### src/rtl/registrador_universal.sv
// Universal shift register: hold, shift right, shift left and parallel load, with a saturating shift counter and a word-complete pulse.
// Optional ROTATE_EN adds a rotate input that recirculates the outgoing bit in place of the serial inputs.
module registrador_universal #(
  parameter int WIDTH = 4,
  parameter int CNT_W = 3
) (
  input  logic             clock,
  input  logic             reset,
  input  logic             enable,
  input  logic [1:0]       mode,
  input  logic             entrada_dir,
  input  logic             entrada_esq,
`ifdef ROTATE_EN
  input  logic             rotate,
`endif
  input  logic [WIDTH-1:0] parallel_in,
  output logic [WIDTH-1:0] q,
  output logic             serial_out,
  output logic [CNT_W-1:0] shift_count,
  output logic             word_done
);

  typedef enum logic [1:0] {
    MODE_HOLD  = 2'b00,
    MODE_RIGHT = 2'b01,
    MODE_LEFT  = 2'b10,
    MODE_LOAD  = 2'b11
  } mode_t;

  localparam logic [CNT_W-1:0] CNT_FULL = CNT_W'(WIDTH);
  localparam logic [CNT_W-1:0] CNT_LAST = CNT_W'(WIDTH - 1);

  mode_t            mode_e;
  logic             bit_dir;
  logic             bit_esq;
  logic             is_shift;
  logic [WIDTH-1:0] q_next;
  logic [CNT_W-1:0] count_next;
  logic             done_next;

  assign mode_e = mode_t'(mode);

`ifdef ROTATE_EN
  assign bit_dir = rotate ? q[0]       : entrada_dir;
  assign bit_esq = rotate ? q[WIDTH-1] : entrada_esq;
`else
  assign bit_dir = entrada_dir;
  assign bit_esq = entrada_esq;
`endif

  always_comb begin
    serial_out = 1'b0;
    case (mode_e)
      MODE_RIGHT: serial_out = q[0];
      MODE_LEFT:  serial_out = q[WIDTH-1];
      default:    serial_out = 1'b0;
    endcase
  end

  always_comb begin
    q_next     = q;
    count_next = shift_count;
    done_next  = 1'b0;
    is_shift   = 1'b0;
    if (enable) begin
      case (mode_e)
        MODE_RIGHT: begin
          q_next   = {bit_dir, q[WIDTH-1:1]};
          is_shift = 1'b1;
        end
        MODE_LEFT: begin
          q_next   = {q[WIDTH-2:0], bit_esq};
          is_shift = 1'b1;
        end
        MODE_LOAD: begin
          q_next     = parallel_in;
          count_next = '0;
        end
        default: q_next = q;
      endcase
      // Pulse only on the shift that completes the word; saturated shifts stay quiet.
      if (is_shift && (shift_count != CNT_FULL)) begin
        count_next = shift_count + 1'b1;
        done_next  = (shift_count == CNT_LAST);
      end
    end
  end

  always_ff @(posedge clock) begin
    if (reset) begin
      q           <= '0;
      shift_count <= '0;
      word_done   <= 1'b0;
    end else begin
      q           <= q_next;
      shift_count <= count_next;
      word_done   <= done_next;
    end
  end

endmodule
### config.mk
export PLATFORM = sky130hd
export DESIGN_NAME = registrador_universal
export DESIGN_NICKNAME = d
export VERILOG_FILES = /design/src/rtl/registrador_universal.sv
export SDC_FILE = /design/constraint.sdc
export NUM_CORES = 1
export LEC_CHECK = 0
export BUFFER_PORTS_ARGS = -buffer_cell sky130_fd_sc_hd__buf_4
export CAP_MARGIN = 20
export CORE_AREA = 2 2 39 41
export DETAILED_ROUTE_END_ITERATION = 12
export DIE_AREA = 0 0 41 43
export MAX_ROUTING_LAYER = met4
export PLACE_DENSITY = 0.75
export SYNTH_ARGS = -nofsm -noshare
export SYNTH_HDL_FRONTEND = slang
export SYNTH_SLANG_ARGS = --single-unit
### constraint.sdc
create_clock -name clock -period 3.2 [get_ports clock]
set_input_delay 0.32 -clock clock [delete_from_list [all_inputs] [get_ports clock]]
set_output_delay 0.32 -clock clock [all_outputs]
set_load 0.02 [all_outputs]
Word level (Yosys, flattened, before mapping)
Index checks and enable logic that the tools add are counted.
Storage, ports and cells
  register bits: 8
  input bits: 11
Operators by class
  bitwise gates (word level): 2
  add/subtract/negate cells: 1
  reduce and logical (&&, ||, !) cells: 7
  equal/unequal tests: 5
  mux-type cells: 6
Operators by type and width (number)
  4-bit one-hot mux with 3 select lines: 1
  3-bit 2-to-1 mux: 2
  2-bit == test, second input constant: 2
  2-bit AND reduction: 2
  3-bit by 1-bit adder with 3-bit output, second input constant: 1
  3-bit by 2-bit == test with 1-bit output, second input constant: 1
  3-bit != test, second input constant: 1
  3-bit nonzero test: 1
  3-bit OR reduction: 1
  2-bit by 1-bit == test with 1-bit output, second input constant: 1
  1-bit 2-to-1 mux: 2
  1-bit NOT: 2
  1-bit one-hot mux with 2 select lines: 1
  2-bit nonzero test: 1
  2-bit OR reduction: 1
  1-bit logical AND: 1

Logic depth before layout (Yosys ltp)
  word-level depth: 7
  gate-level depth with buffers: 6

Least setup slack after synthesis
No wires, ideal clock.
  kind: register to register
  start point: reg shift_count[0]
  end point: reg shift_count[1]
  required time: 3.130 ns
  setup time: 0.070 ns
  data arrival time: 1.369 ns
  stages on the path, launching flop included: 6
  setup slack: 1.761 ns
  cell sequence: dfxtp_1 inv_1 ha_1 and2_4 or3b_1 a21oi_1
Between the ends
  word-level cells in the longest chain between the ends: 4
Ends and longest elaborated chain
  start, declared: line 19  | output logic [CNT_W-1:0] shift_count,
  start signal, assigned: line 96  | shift_count <= count_next;
  branches (longest 4 deep; another with 3-bit by 1-bit adder with 3-bit output)
Several ways; the timed one is not identified.
A chain may end at the register's enable or synchronous reset.

Worst setup path in the final report
  start point: in mode[0]
  end point: out serial_out
Between the ends
  word-level cells in the longest chain between the ends: 2
Ends and longest elaborated chain
  start, declared: line 10  | input logic [1:0] mode,
  2-bit == test / 2-bit by 1-bit == test with 1-bit output (equally long branches): line 53  | case (mode_e)
  1-bit one-hot mux with 2 select lines (*): line 53
  end, declared: line 18  | output logic serial_out,
Mark *: on every way between the ends. The rest lies on a longest branch, timed or not.

==> impl_metrics.toml <==
[placed_design]
gp_congestion = 0.692
io_buffers = 19
place_hpwl_um = 816
placed_area_um2 = 634
pre_cts_slack_ns = 1.73

[power_and_ir_drop]
powerDensity_nw_per_um2 = 367
power_leakage_uw = 0.000291
power_uw = 241
vdd_drop_max_v = 0.000183

[finish]
n_antenna_cell = 0
layout_common_cells = "19 x buf_4, 8 x dfxtp_1, 7 x ha_1"
syn_to_final_growth_pct = 36.0
layout_commonest_cell = "buf_4"
final_nets = 95
multiInputGateArea_um2 = 293
design_area_um2 = 657
drive_gt1_share_pct = 32.0
seqCellArea_um2 = 160
final.fill_count = 133

[critical_path]
crit_path_cell_trace = "buf_4, inv_1, ha_1, a22oi_1, nor2b_1, buf_4"
worst_path_most_repeated_cell = "buf_4"
max_stage_delay_ns = 0.27
startpoint_type = "primary input"
cpMaxStageDelayCell = "ha_1"
path_max_fanout = 6
critPathCapture = "serial_out"
worstPathRequired_ns = 2.88
worstSetupStartpoint = "mode[0]"
rr_worst_depth = 5
timing.rr.start = "shift_count[0]"
crit_path_end_kind = "output port"
reg2reg_to = "shift_count[1]"
setup.worst_path.class = "in -> out"
reg2reg_slack_ns = 1.79
arrival_ns = 1.15

[die]
die_h_um = 43
start_util_pct = 34.9
top_level_ports = 20
row_count = 14
fp.dieArea_um2 = 1760
die_w_um = 41
core_um2 = 1380

[timing]
setup_viol = 0
drv_slew = 0
fin_tns_setup_ns = 0
worst_pin_slew_ns = 0.455
slew-limit-headroom_pct = 69.6
rsz0062_at_grt = "no"
min_period_ns = 1.47
max_freq_ghz = 0.682
setup_ws_ns = 1.73
fin_crit_sh_pct = 45.8
finClkSkew_ns = 0.00318
finalHoldViolCount = 0
holdWs_ns = 0.293

[clocking]
cts_setup_buffers = 0
clkSinkCount = 8
cts.clk_slew.worst_paths_ns = 0.05
hold_buffers = 0
cts-htree-levels = 1
cts_buffer_depth = 2
cts_tree = "done"
cts_buffers = 3
cts_resized = 0
root_buffer = "clkbuf_4"
insertion_delay_ns = 0.25

[grt]
grt_pass1_vias = 430
grt_use_met3_pct = 6.28
grt_max_degree = 9
grt_use_total_pct = 15.3
use_met2_pct = 20.9
use_met1_pct = 18.5
grt_overflow = 0
grt_busiest_layer = "met2"
antenna_found_initial = 0
grt_pass1_wl_um = 1730

[synth]
syn_avg_cell_area_um2 = 8.78
syn_nets = 73
ys_seq_area_share_pct = 33.2
ys_types = 17
synth_seq_cells = 8
syn_inst = 55
yosysWarnings = 0
netlist_area_um2 = 483

[worst_hold_path]
min-delay-start = "reset"
hold_class = "in -> reg"

[detailed_routing]
vias_per_cell = 5.09
post-route-drc-count = 0
finalWirelength_um = 1040
vias = 463
drt_iter0_markers = 13
routedWlPerCell_um = 11.4
ant_nets = 0
first_pass_iters = 4

[run]
cap_violations = 0

[run_status]
status = "complete, no violations"
-- synthesized netlist by cell type --
| library cell | count | area, um2 |
|---|---|---|
| dfxtp_1 | 8 | 160 |
| ha_1 | 7 | 87.6 |
| a22oi_1 | 5 | 37.5 |
| inv_1 | 5 | 18.8 |
| nand2_1 | 5 | 18.8 |
| nor2_1 | 5 | 18.8 |
| a311oi_1 | 4 | 35.0 |
| a21oi_1 | 3 | 15.0 |
| o211ai_1 | 3 | 22.5 |
| nor2b_1 | 2 | 12.5 |
| or3_1 | 2 | 12.5 |
| and2_4 | 1 | 8.76 |
| buf_4 | 1 | 7.51 |
| clkbuf_1 | 1 | 3.75 |
| nand2_2 | 1 | 6.26 |
| nor4b_1 | 1 | 8.76 |
| or3b_1 | 1 | 8.76 |
-- area by class of cell --
| class | count | area share (%) |
|---|---|---|
| multi-input combinational | 40 | 44.6 |
| sequential | 8 | 24.4 |
| timing repair buffer | 19 | 21.7 |
| clock buffer | 3 | 3.43 |
| inverter | 5 | 2.86 |
| tap | 16 | 3.05 |
-- how the worst min path moves through the flow --
stage,endpoint,cells past startpoint,slack [ns]
5_1_grt,shift_count[0],2,0.28
3_5_place_dp,q[0],2,0.51
3_3_place_gp,shift_count[1],2,0.51
6_report,shift_count[0],2,0.29
4_1_cts,shift_count[0],2,0.28
2_1_floorplan,q[3],2,0.48
-- flip-flops by register name, summed over array words and instances, names as in the netlist --
| signal | count |
|---|---|
| word_done | 1 |
| shift_count | 3 |
| q | 4 |
-- worst max-delay path, delay by kind of cell --
family                   cells  cell delay [ns]
adder cells (fa/ha/maj)      1             0.27
AO/OA/AOI/OAI                1             0.10
buffers and inverters        3             0.34
AND/OR/NAND/NOR              1             0.12
-- routing by layer --
metal / share of wire (%) / wire, um
met4: 0 / 0
met3: 6.5 / 67
met1: 47 / 486
met2: 47 / 482
met5: 0 / 0
-- cells by family (layout without fill, tap and decap cells) --
group,after synthesis,in the layout,share of synthesized area [%]
simple gates,18,18,19.7
compound gates,15,15,22.8
flops,8,8,33.2
fa+ha+maj,7,7,18.1
buf+inv,7,27,6.22
-- power breakdown --
| group | internal, uW | total (uW) | switching (uW) |
|---|---|---|---|
| logic | 26.8 | 55.5 | 28.7 |
| registers | 105 | 112 | 6.13 |
| clock network | 42.7 | 74.3 | 31.6 |
| total | 175 | 241 | 66.5 |
-- through the flow --
step / util [%] / std cells
6_report: 47.5 / 91
5_1_grt: 47.5 / 91
4_1_cts: 47.5 / 91
3_5_place_dp: 45.8 / 88
3_3_place_gp: 45.8 / 88
2_1_floorplan: - / 55
Note: power is estimated with default switching activity, not from simulation.
